### config.mk
export PLATFORM = sky130hd
export DESIGN_NAME = alu_req_arbiter
export DESIGN_NICKNAME = d
export VERILOG_FILES = /design/src/rtl/alu_arb_pkg.sv /design/src/rtl/alu_rr_arbiter.sv /design/src/rtl/alu_req_arbiter.sv
export SDC_FILE = /design/constraint.sdc
export NUM_CORES = 1
export LEC_CHECK = 0
export ABC_AREA = 1
export ABC_CLOCK_PERIOD_IN_PS = 6400
export BUFFER_PORTS_ARGS = -buffer_cell sky130_fd_sc_hd__buf_2
export CORE_ASPECT_RATIO = 0.7
export CORE_UTILIZATION = 40
export DETAILED_ROUTE_END_ITERATION = 12
export PLACE_DENSITY_LB_ADDON = 0.08
export SYNTH_ARGS = -nofsm -noshare
export SYNTH_HDL_FRONTEND = slang
export SYNTH_SLANG_ARGS = --single-unit
### constraint.sdc
create_clock -name clk -period 6.4 [get_ports clk]
set_input_delay 0.32 -clock clk [delete_from_list [all_inputs] [get_ports clk]]
set_output_delay 0.32 -clock clk [all_outputs]
set_load 0.01 [all_outputs]
### src/rtl/alu_arb_pkg.sv
// Shared types and helpers for the ALU request arbiter.
package alu_arb_pkg;

  typedef enum logic [1:0] {
    IDLE  = 2'd0,
    ISSUE = 2'd1,
    WAIT  = 2'd2,
    RESP  = 2'd3
  } state_e;

  localparam int unsigned CMD_MUL_INC = 9;
  localparam int unsigned CMD_MUL_SHL = 10;
  localparam int unsigned FLAGS_W     = 6;

  // Response flag bundle, MSB first: {err, oflow, cout, g, l, e}
  typedef struct packed {
    logic err;
    logic oflow;
    logic cout;
    logic g;
    logic l;
    logic e;
  } flags_t;

  // Multiplier commands take the long ALU latency
  function automatic logic is_mul(input logic mode, input logic [31:0] cmd);
    return mode && ((cmd == 32'(CMD_MUL_INC)) || (cmd == 32'(CMD_MUL_SHL)));
  endfunction

endpackage

### src/rtl/alu_rr_arbiter.sv
// Combinational round-robin pick: first requester after ptr_i, with wrap-around.
module alu_rr_arbiter #(
  parameter int unsigned NREQ  = 4,
  parameter int unsigned IDX_W = 2
) (
  input  logic [NREQ-1:0]  req_i,
  input  logic [IDX_W-1:0] ptr_i,
  output logic [NREQ-1:0]  gnt_o,
  output logic [IDX_W-1:0] idx_o,
  output logic             any_o
);

  logic [IDX_W-1:0] cand;

  // Scan from farthest to nearest so the nearest valid requester wins
  always_comb begin
    gnt_o = '0;
    idx_o = '0;
    any_o = 1'b0;
    cand  = '0;
    for (int k = int'(NREQ); k >= 1; k--) begin
      cand = IDX_W'((int'(ptr_i) + k) % int'(NREQ));
      if (req_i[cand]) begin
        gnt_o       = '0;
        gnt_o[cand] = 1'b1;
        idx_o       = cand;
        any_o       = 1'b1;
      end
    end
  end

endmodule

### src/rtl/alu_req_arbiter.sv
// Shares one ALU between NREQ requesters: round-robin accept, issue, wait the
// command latency, return a one-cycle response to the winner.
// Optional macro ALU_ARB_PRIO_EN: requester 0 preempts round-robin (ptr untouched).
module alu_req_arbiter
  import alu_arb_pkg::*;
#(
  parameter int unsigned NREQ    = 4,
  parameter int unsigned DATA_W  = 8,
  parameter int unsigned CMD_W   = 4,
  parameter int unsigned LAT     = 1,
  parameter int unsigned MUL_LAT = 2
) (
  input  logic                     clk,
  input  logic                     RST,
  input  logic [NREQ-1:0]          req_valid,
  output logic [NREQ-1:0]          req_ready,
  input  logic [NREQ-1:0]          req_mode,
  input  logic [NREQ*CMD_W-1:0]    req_cmd,
  input  logic [NREQ*2-1:0]        req_inp_valid,
  input  logic [NREQ*DATA_W-1:0]   req_opa,
  input  logic [NREQ*DATA_W-1:0]   req_opb,
  input  logic [NREQ-1:0]          req_cin,
  output logic [NREQ-1:0]          rsp_valid,
  output logic [DATA_W:0]          rsp_res,
  output logic [FLAGS_W-1:0]       rsp_flags,
  output logic                     alu_ce,
  output logic                     alu_mode,
  output logic                     alu_cin,
  output logic [1:0]               alu_inp_valid,
  output logic [CMD_W-1:0]         alu_cmd,
  output logic [DATA_W-1:0]        alu_opa,
  output logic [DATA_W-1:0]        alu_opb,
  input  logic [DATA_W:0]          alu_res,
  input  logic                     alu_err,
  input  logic                     alu_oflow,
  input  logic                     alu_cout,
  input  logic                     alu_g,
  input  logic                     alu_l,
  input  logic                     alu_e
);

  localparam int unsigned IDX_W   = (NREQ > 1) ? $clog2(NREQ) : 1;
  localparam int unsigned MAX_LAT = (LAT > MUL_LAT) ? LAT : MUL_LAT;
  localparam int unsigned CNT_W   = (MAX_LAT > 1) ? $clog2(MAX_LAT) : 1;

  state_e                state_q, state_d;
  logic [IDX_W-1:0]      ptr_q, ptr_d;
  logic [IDX_W-1:0]      id_q, id_d;
  logic [CNT_W-1:0]      cnt_q, cnt_d;

  logic                  alu_ce_q, alu_ce_d;
  logic                  alu_mode_q, alu_mode_d;
  logic                  alu_cin_q, alu_cin_d;
  logic [1:0]            alu_inp_valid_q, alu_inp_valid_d;
  logic [CMD_W-1:0]      alu_cmd_q, alu_cmd_d;
  logic [DATA_W-1:0]     alu_opa_q, alu_opa_d;
  logic [DATA_W-1:0]     alu_opb_q, alu_opb_d;
  logic [NREQ-1:0]       rsp_valid_q, rsp_valid_d;
  logic [DATA_W:0]       rsp_res_q, rsp_res_d;
  flags_t                rsp_flags_q, rsp_flags_d;

  logic [NREQ-1:0]       rr_gnt, sel_gnt;
  logic [IDX_W-1:0]      rr_idx, sel_idx;
  logic                  rr_any, sel_any, sel_prio;
  flags_t                flags_in;

  assign flags_in = '{err: alu_err, oflow: alu_oflow, cout: alu_cout,
                      g: alu_g, l: alu_l, e: alu_e};

  alu_rr_arbiter #(
    .NREQ  (NREQ),
    .IDX_W (IDX_W)
  ) u_rr (
    .req_i (req_valid),
    .ptr_i (ptr_q),
    .gnt_o (rr_gnt),
    .idx_o (rr_idx),
    .any_o (rr_any)
  );

  // Final grant selection: optional fixed priority for requester 0
  always_comb begin
    sel_gnt  = rr_gnt;
    sel_idx  = rr_idx;
    sel_any  = rr_any;
    sel_prio = 1'b0;
`ifdef ALU_ARB_PRIO_EN
    if (req_valid[0]) begin
      sel_gnt  = NREQ'(1);
      sel_idx  = '0;
      sel_any  = 1'b1;
      sel_prio = 1'b1;
    end
`endif
  end

  // Next-state and registered-output logic
  always_comb begin
    state_d         = state_q;
    ptr_d           = ptr_q;
    id_d            = id_q;
    cnt_d           = cnt_q;
    alu_ce_d        = alu_ce_q;
    alu_mode_d      = alu_mode_q;
    alu_cin_d       = alu_cin_q;
    alu_inp_valid_d = alu_inp_valid_q;
    alu_cmd_d       = alu_cmd_q;
    alu_opa_d       = alu_opa_q;
    alu_opb_d       = alu_opb_q;
    rsp_res_d       = rsp_res_q;
    rsp_flags_d     = rsp_flags_q;
    rsp_valid_d     = '0;
    req_ready       = '0;

    unique case (state_q)
      IDLE: begin
        if (sel_any) begin
          req_ready       = sel_gnt;
          id_d            = sel_idx;
          if (!sel_prio) ptr_d = sel_idx;
          alu_mode_d      = req_mode[sel_idx];
          alu_cin_d       = req_cin[sel_idx];
          alu_cmd_d       = req_cmd[32'(sel_idx)*CMD_W +: CMD_W];
          alu_inp_valid_d = req_inp_valid[32'(sel_idx)*2 +: 2];
          alu_opa_d       = req_opa[32'(sel_idx)*DATA_W +: DATA_W];
          alu_opb_d       = req_opb[32'(sel_idx)*DATA_W +: DATA_W];
          alu_ce_d        = 1'b1;
          state_d         = ISSUE;
        end
      end
      ISSUE: begin
        cnt_d   = is_mul(alu_mode_q, 32'(alu_cmd_q)) ? CNT_W'(MUL_LAT - 1) : CNT_W'(LAT - 1);
        state_d = WAIT;
      end
      WAIT: begin
        if (cnt_q == '0) begin
          rsp_res_d          = alu_res;
          rsp_flags_d        = flags_in;
          rsp_valid_d[id_q]  = 1'b1;
          alu_ce_d           = 1'b0;
          alu_inp_valid_d    = 2'b00;
          state_d            = RESP;
        end else begin
          cnt_d = cnt_q - CNT_W'(1);
        end
      end
      RESP: begin
        state_d = IDLE;
      end
      default: begin
        state_d = IDLE;
      end
    endcase
  end

  // State and output registers
  always_ff @(posedge clk or posedge RST) begin
    if (RST) begin
      state_q         <= IDLE;
      ptr_q           <= IDX_W'(NREQ - 1);
      id_q            <= '0;
      cnt_q           <= '0;
      alu_ce_q        <= 1'b0;
      alu_mode_q      <= 1'b0;
      alu_cin_q       <= 1'b0;
      alu_inp_valid_q <= 2'b00;
      alu_cmd_q       <= '0;
      alu_opa_q       <= '0;
      alu_opb_q       <= '0;
      rsp_valid_q     <= '0;
      rsp_res_q       <= '0;
      rsp_flags_q     <= '0;
    end else begin
      state_q         <= state_d;
      ptr_q           <= ptr_d;
      id_q            <= id_d;
      cnt_q           <= cnt_d;
      alu_ce_q        <= alu_ce_d;
      alu_mode_q      <= alu_mode_d;
      alu_cin_q       <= alu_cin_d;
      alu_inp_valid_q <= alu_inp_valid_d;
      alu_cmd_q       <= alu_cmd_d;
      alu_opa_q       <= alu_opa_d;
      alu_opb_q       <= alu_opb_d;
      rsp_valid_q     <= rsp_valid_d;
      rsp_res_q       <= rsp_res_d;
      rsp_flags_q     <= rsp_flags_d;
    end
  end

  assign alu_ce        = alu_ce_q;
  assign alu_mode      = alu_mode_q;
  assign alu_cin       = alu_cin_q;
  assign alu_inp_valid = alu_inp_valid_q;
  assign alu_cmd       = alu_cmd_q;
  assign alu_opa       = alu_opa_q;
  assign alu_opb       = alu_opb_q;
  assign rsp_valid     = rsp_valid_q;
  assign rsp_res       = rsp_res_q;
  assign rsp_flags     = rsp_flags_q;

endmodule
# Word level (Yosys, flattened, before mapping)
# Index checks and enable logic that the tools add are counted.
[totals]
latch_bits = 0
input_bits = 117
ram_bits = 0
n_memories = 0
mem_bits_ro = 0
reg_bits = 51
[classes]
multipliers = 0
muxes = 50
n_reduce_logical = 14
addsub = 5
shifts = 4
n_lt_le_gt_ge = 11
eq_ne = 7
div_mod_pow = 0
bitwise = 1
[ops]
columns = ["op", "n"]
rows = [
  ["variable part select 32 x 6 -> 8 bit", 2],
  ["2-to-1 mux 4 bit", 8],
  ["2-to-1 mux 1 bit", 19],
  ["less-than comparator 2 x 3 -> 1 bit (second input constant)", 6],
  ["2-to-1 mux 2 bit", 8],
  ["variable part select 16 x 5 -> 4 bit", 1],
  ["binary-select mux 1 bit (select 2 bit)", 6],
  ["demux 1 bit (select 2 bit)", 5],
  [">= comparator 2 x 1 -> 1 bit (second input constant)", 5],
  ["equality test 4 bit (second input constant)", 2],
  ["one-hot mux 2 bit (4 select lines)", 1],
  ["variable part select 8 x 4 -> 2 bit", 1],
  ["logical AND 1 bit", 6],
  ["AND reduction 2 bit", 3],
  ["adder 2 x 1 -> 2 bit (second input constant)", 2],
  ["adder 2 bit (second input constant)", 2],
  ["equality test 2 bit (second input constant)", 2],
  ["inequality test 2 bit (second input constant)", 2],
  ["one-hot mux 1 bit (2 select lines)", 2],
  ["one-hot mux 2 bit (2 select lines)", 1],
  ["nonzero test 2 bit", 2],
  ["AND reduction 3 bit", 1],
  ["equality test 2 x 1 -> 1 bit (second input constant)", 1],
  ["zero test 2 bit", 1],
  ["other kinds (3)", 3],
]

# Depth between registers and ports, before layout
# Gate-level depths: netlist of the first run.
[logic_depth]
ltp_word = 11
depth_mapped = 16
depth_no_buf = 14

# Hierarchy
# Synthesis of the first run repeated with hierarchy kept, for this count alone.
[unflattened]
hier_cells = 589
hier_area_um2 = 3619.7
[by_module_without_submodules]
columns = ["module", "cells_per_inst", "area_per_inst_um2", "seq_area_each_um2", "instances"]
rows = [
  ["alu_req_arbiter", 500, 3151.8, 1278.7, 1],
  ["alu_rr_arbiter", 89, 467.9, 0.0, 1],
]

# Worst setup path before layout of the first run
# OpenSTA, ideal clock, no wires.
[synth_path]
path_kind = "register -> output"
start = "register ptr_q[0]"
end = "output port req_ready[1]"
t_required_ns = 6.080
path_slack_ns = 4.001
arrival_ns = 2.079
stages_incl_launch_ff = 13
path_cell_list = "dfstp_2 -> inv_2 -> ha_1 -> inv_1 -> nand2_1 -> nand2_2 -> inv_2 -> nand2_1 -> o21ai_2 -> inv_2 -> buf_2 -> o21ai_0 -> a21oi_1"
[synth_via]
elab_chain_len = 11
elab_cells_between_ends = 42
cone_classes = "add/sub (4); order compare (8); mux (26); reduce/logical (4)"
[synth_rtl]
columns = ["item", "line", "source"]
rows = [
  ["from (decl)", "alu_req_arbiter.sv:47", "logic [IDX_W-1:0] ptr_q, ptr_d;"],
  ["from (signal assigned)", "alu_req_arbiter.sv:160", "ptr_q <= IDX_W'(NREQ - 1);"],
  ["from (signal assigned)", "alu_req_arbiter.sv:175", "ptr_q <= ptr_d;"],
  ["adder 2 x 1 -> 2 bit", "alu_rr_arbiter.sv:22", "cand = IDX_W'((int'(ptr_i) + k) % int'(NREQ));"],
  ["less-than comparator 2 x 3 -> 1 bit (implied by the code) or >= comparator 2 x 1 -> 1 bit (tied branches)", "alu_rr_arbiter.sv:25", "gnt_o[cand] = 1'b1;"],
  ["logical AND 1 bit (implied by the code)", "alu_rr_arbiter.sv:25", ""],
  ["2-to-1 mux 1 bit (implied by the code)", "alu_rr_arbiter.sv:25", ""],
  ["demux 1 bit (select 2 bit)", "-", ""],
  ["2-to-1 mux 4 bit (4 in series)", "alu_rr_arbiter.sv:23", "if (req_i[cand]) begin"],
  ["2-to-1 mux 4 bit *", "alu_req_arbiter.sv:117", "if (sel_any) begin"],
  ["2-to-1 mux 4 bit *", "alu_req_arbiter.sv:115", "unique case (state_q)"],
  ["to (decl)", "alu_req_arbiter.sv:16", "output logic [NREQ-1:0] req_ready,"],
]
# Every way passes the cells marked *; elsewhere a longest branch is shown, timed or not. The select of a mux whose other input is x is not followed.

# Worst setup path after layout of the first run
[layout_path]
start = "register ptr_q[0]"
end = "register alu_opa_q[3] (netlist: alu_opa[3])"
[layout_via]
elab_chain_len = 8
elab_cells_between_ends = 22
cone_classes = "add/sub (4); shift (1); mux (16); reduce/logical (1)"
[layout_rtl]
columns = ["item", "line", "source"]
rows = [
  ["adder 2 x 1 -> 2 bit", "alu_rr_arbiter.sv:22", ""],
  ["binary-select mux 1 bit (select 2 bit)", "alu_rr_arbiter.sv:23", ""],
  ["2-to-1 mux 1 bit (implied by the code)", "alu_rr_arbiter.sv:23", ""],
  ["2-to-1 mux 2 bit or 2-to-1 mux 1 bit (tied branches) (4 in series)", "alu_rr_arbiter.sv:23", ""],
  ["variable part select 32 x 6 -> 8 bit or AND reduction 2 bit (tied branches)", "-", ""],
  ["to (signal assigned)", "alu_req_arbiter.sv:183", "alu_opa_q <= alu_opa_d;"],
  ["to (decl)", "alu_req_arbiter.sv:56", "logic [DATA_W-1:0] alu_opa_q, alu_opa_d;"],
]
# Several ways; a longest one is shown, not always the timed one. The select of a mux whose other input is x is not followed.
# A chain may end at the register's enable or synchronous reset.

==> metrics.txt, run 1 <==
hold_buf cts 0; DRC violations left 0; status finished clean; met2 wirelength from detailed routing 5330 um; top layer reached by signal wires met4; achievable frequency 265 MHz; clock-pin slew reported for the worst setup and hold paths after clock tree synthesis 0.07 ns; number of buffers added by the clock tree synthesis step 5; worst voltage drop across the vdd grid 259 uV; count of TritonRoute iterations in the first routing pass 5; Relative slew margins 26.1%; overall die width 115 um; number of failing hold endpoints at the final stage 0; # resized after CTS 0; reg-to-reg critical path startpoint ptr_q[0]; slowest cell delay on critical path 0.76 ns; FF-to-FF path depth 14; Unique masters post-synth 22; layout filler cell count 850; setup repair after global routing missed its margin no; final net count 813; initial antenna violation count 0; number of nets still failing antenna checks after routing 0; area share of and/or/nand/nor cells after synthesis 36.2%; Overflow after GRT 0; final-layout worst hold slack 0.261 ns; Net Count, Synth 664; Synth Area in XOR/XNOR 0%; Worst-Skew Late Latency 0.29 ns; multiplexer fraction of the synthesized cell area 4.71%; CP Max Fanout 49; pin slew with the least headroom to its limit 1.11 ns; ANT cells 0; IO Port Bufs 164; fraction of layout cells with a size suffix above 1 30.0%; power density of the placed cells 619 nW/um2; maximum number of pins on one net before global-route repair 52; routed length on met3 587 um; element type at the critical path start flip-flop; sequential element share of the synthesized area 35.6%; Synth top area share 34.2%; final worst path period need 3.78 ns; Syn Area/Cell 6.68 um2; Synth area leaders dfrtp_1 (34%), nand2_1 (18%), nand3_1 (15%); final core utilization 53.4%; Critical Path Sink Type flip-flop; setup violators final 0; via total after detailed routing 3887; vias in the first global route 3677; number of sinks on the clock net 51; synthesized-area fraction occupied by adder cells 3.49%; Most common cell on crit path nand2_1; Die ar. 9360 um2; Worst EP required 6.62 ns; total setup buffers inserted after CTS 0; initial core utilization 41.8%; P&R area growth vs syn 27.8%; main combinational cell family by area after synthesis simple AND/OR/NAND/NOR gates; number of DRC violations after detailed-routing iteration 0 195; highest-delay cell along the critical path nand2_2; maximum buffer depth of the clock tree 2; final clock skew 0.0107 ns; launching instance or port of the critical path ptr_q[0]; routed metal-1 wire length 4800 um; Worst EP arrival 4.00 ns; Total Negative Setup Slacks 0 ns; number of H-tree branching levels 2; destination of the critical timing path alu_opa[3]; most area-hungry cell type in the Yosys netlist dfrtp_1; post-DR wirelength/cell 13.5 um; area inside the core boundary 8580 um2; area fraction in compound gates after synthesis 4.01%; drt via density 4.82; final weighted congestion of routability-driven global placement 0.874; reg-to-reg setup timing slack 2.62 ns; Critical R2R Capture alu_opa[3]; combined area of all synthesized cells 3590 um2; global-route wire length before repair 17500 um; area taken by multi-input logic gates 1740 um2; worst hold path class input port to flip-flop; max-slew violation total from the final report 0; number of core rows 28; cell chosen for the clock root clkbuf_16; die boundary height 81.3 um; total area of sequential cells 1280 um2; yosys synthesis warning count 0; Syn Inst Count 537; Tcrit/Tclk final 59.0%; Static Leakage 2.85 nW; DRT Wirelength 10900 um; TritonCTS clock tree built; list of cells traversed by the critical path inv_2 -> ha_1 -> inv_1 -> nand2_1 -> nand2_2 -> inv_2 -> o21ai_1 -> nand2_2 -> nand2_2 -> nand2_1 -> nand3_1 -> nand2_1 -> nand2_1 -> nand2_1; detailed placer's ending HPWL 8240 um; number of storage elements in the synthesis netlist 51; Setup CP Type flip-flop to flip-flop; Max-cap violations 0; I/O Pins 165; total global routing track utilization 24.2%
## report_power, final
group | total [mW] | switching [mW] | internal (mW)
Clock | 0.301 | 0.119 | 0.182
Sequential | 0.588 | 0.0974 | 0.491
Combinational | 1.95 | 1.29 | 0.664
## flip-flops by register name (all words and copies together), names as in the netlist, 2 cells and up
register       flops
rsp_res            9
alu_opa            8
alu_opb            8
rsp_flags          6
alu_cmd            4
rsp_valid          4
alu_inp_valid      2
id_q               2
ptr_q              2
state_q            2
## worst min-delay path by stage
stage                          start  slack [ns]  depth (start not counted)            to
after floorplan              id_q[1]        0.43                          1  rsp_valid[0]
after global routing           alu_e        0.25                          2  rsp_flags[0]
after global placement       id_q[1]        0.45                          1  rsp_valid[0]
final                     alu_res[4]        0.26                          2    rsp_res[4]
after detailed placement     id_q[1]        0.46                          1  rsp_valid[1]
after CTS                 alu_res[4]        0.25                          2    rsp_res[4]
## cell usage after synthesis, drive strengths merged
library cell / count
mux2: 15
a21oi: 6
nand4: 2
nor2: 4
nor3: 5
nand3: 111
clkbuf: 4
o211ai: 4
dfstp: 2
ha: 10
nand2: 178
dfrtp: 49
o21ai: 16
inv: 110
buf: 21
## stage by stage
stage               instances  area [um2]  setup WS (ns)  power [mW]
floorplan                 537        3590           4.00        2.08
global placement          799        4420           2.68        2.55
detailed placement        799        4420           2.68        2.55
CTS                       806        4590           2.66        2.86
global route              806        4590           2.22        3.15
finish                    806        4590           2.62        2.84
## placed cells by master (no fill, tap or decap), drive strengths merged
cell	synthesis	final
nand2	178	178
buf	21	167
mux2	15	15
o211ai	4	4
o21ai	16	16
bufinv	0	1
nor3	5	5
dfstp	2	2
clkinvlp	0	1
nand3	111	111
nor2	4	4
ha	10	10
dfrtp	49	49
nand4	2	2
clkbuf	4	5
inv	110	110
a21oi	6	6
## area by class of cell
class	instances	area share (%)
tap	120	3.27
clock buffer	5	2.73
clock inverter	2	0.818
sequential	51	27.9
multi-input combinational	351	37.9
inverter	110	9.00
timing repair buffer	167	18.4
## metal layers
| layer | GRT usage, % | vias to the layer above |
|---|---|---|
| met4 | 6.10 | 0 |
| li1 | - | 1949 |
| met2 | 43.0 | 123 |
| met5 | 0 | - |
| met3 | 5.00 | 14 |
| met1 | 30.0 | 1801 |
## worst max-delay path, delay by kind of cell, from the launching register on
kind,cells,cell delay (ns)
buffers and inverters,3,0.35
adders and majority gates,1,0.38
DFF,1,0.65
and+or+nand+nor,9,2.18
AOI/OAI and AO/OA,1,0.09
## cell families after synthesis
family	Yosys count
and+or+nand+nor	300
DFF	51
adders and majority gates	10
muxes	15
AOI/OAI and AO/OA	26
buffers and inverters	135
Note: power is estimated with default switching activity, not from simulation.
==> run 2: changes to the inputs <==
Settings changed: ABC_CLOCK_PERIOD_IN_PS 6400 to 3500.
Clock period 6.4 ns to 3.5 ns, I/O delays scaled along.
==> run 2 against run 1 <==
Net effect:
- via count increased by 0.15%
- register-to-register slack lost 2.1 ns
- final area is 0.82% higher
- sequential cell count unchanged
- critical path depth fell by 2
- final cell count rose by 0.62%
- clock skew decreased by 0.0075 ns
- worst setup slack got worse by 2.3 ns
- clock power grew 83%
- non-clock buffer count grew 5
- critical path type is now flip-flop to primary output
- highest routed layer unchanged
==> metrics.txt, run 2 (synthesis gave the netlist of run 1 again) <==
Max-cap violations 0; least setup slack across all paths after layout 0.339 ns; I/O Pins 165; global-route wire length before repair 17600 um; status finished clean; Final Non-Filler Cells 811; final worst path period need 3.16 ns; layout filler cell count 839; power density of the placed cells 1140 nW/um2; number of failing hold endpoints at the final stage 0; Tcrit/Tclk final 90.3%; highest-delay cell along the critical path dfstp_2; via total after detailed routing 3893; achievable frequency 316 MHz; slowest cell delay on critical path 0.65 ns; number of buffers and inverters on the critical path 5; post-DR wirelength/cell 13.4 um; number of sinks on the clock net 51; vias in the first global route 3764; worst hold path class input port to flip-flop; Setup CP Type flip-flop to primary output; hold_buf cts 0; final-layout worst hold slack 0.111 ns; number of nets still failing antenna checks after routing 0; final net count 818; number of buffers added by the clock tree synthesis step 5; count of TritonRoute iterations in the first routing pass 4; Worst-Skew Late Latency 0.29 ns; most common cell after layout, fill and taps aside nand2_1; setup repair after global routing missed its margin no; IO Port Bufs 164; Worst EP arrival 2.99 ns; total setup buffers inserted after CTS 0; overall die width 115 um; worst voltage drop across the vdd grid 455 uV; total global routing track utilization 24.5%; max reg flops 9; CP Max Fanout 29; ANT cells 0; Worst EP required 3.32 ns; fraction of layout cells with a size suffix above 1 30.5%; initial core utilization 41.8%; final core utilization 53.9%; # resized after CTS 0; Relative slew margins 28.3%; initial antenna violation count 0; Static Leakage 2.88 nW; clock-pin slew reported for the worst setup and hold paths after clock tree synthesis 0.07 ns; element type at the critical path start flip-flop; placed instance count 804; pin slew with the least headroom to its limit 1.07 ns; area inside the core boundary 8580 um2; post-placement worst setup slack 0.584 ns; cell chosen for the clock root clkbuf_16; final weighted congestion of routability-driven global placement 0.909; number of core rows 28; kind of cell adding the most delay to the critical path buffers and inverters; maximum buffer depth of the clock tree 2; Critical Path Sink Type primary output; Overflow after GRT 0; DRC violations left 0; final clock skew 0.00315 ns; list of cells traversed by the critical path inv_2 -> ha_1 -> inv_1 -> nand2_1 -> nand2_2 -> inv_2 -> nand2_1 -> o21ai_2 -> inv_2 -> o21ai_0 -> a21oi_1 -> buf_2; max-slew violation total from the final report 0; drt via density 4.80; DRT Wirelength 10900 um; P&R area growth vs syn 28.8%; number of H-tree branching levels 2; TritonCTS clock tree built; Most common cell on crit path inv_2; Die ar. 9360 um2; die boundary height 81.3 um; reg-to-reg setup timing slack 0.54 ns; detailed placer's ending HPWL 8410 um; Total Negative Setup Slacks 0 ns; setup violators final 0; maximum number of pins on one net before global-route repair 52; number of DRC violations after detailed-routing iteration 0 180; commonest cells after routing, fill and taps aside nand2_1 (172), buf_2 (164), nand3_1 (109)
==> run 2: area by class of cell <==
class | count | area, um2 | area share, %
tap | 120 | 150 | 3.25
clock inverter | 2 | 37.5 | 0.812
inverter | 110 | 413 | 8.93
clock buffer | 5 | 125 | 2.71
multi-input combinational | 351 | 1740 | 37.6
sequential | 51 | 1280 | 27.7
timing repair buffer | 172 | 881 | 19.0
==> run 2: where the power goes <==
part           leakage [nW]  internal, mW  switching (mW)
Clock                0.0759         0.333           0.218
Sequential            0.622         0.897           0.175
Combinational          2.18          1.27            2.40
==> run 2: layer usage <==
layer	track usage (%)	part of all wire, %	routed length, um
met5	0	0	0
met1	31.0	46	4970
met3	4.70	5.2	567
met2	43.1	48	5210
met4	5.97	1.5	159
==> run 2: final timing paths <==
check,depth (start not counted),end,start
max in group asynchronous,2,alu_cin,RST
worst max-delay path,12,req_ready[1],ptr_q[0]
min in group asynchronous,2,alu_opa[5],RST
worst min-delay path,2,rsp_res[1],alu_res[1]
worst min register to register,1,rsp_valid[2],id_q[0]
worst max register to register,14,alu_opa[3],ptr_q[0]
==> run 2: stage by stage <==
step / power (mW) / area [um2]
3_5_place_dp: 4.76 / 4460
3_3_place_gp: 4.75 / 4460
4_1_cts: 5.32 / 4620
5_1_grt: 5.85 / 4620
2_1_floorplan: 3.80 / 3590
6_report: 5.29 / 4620
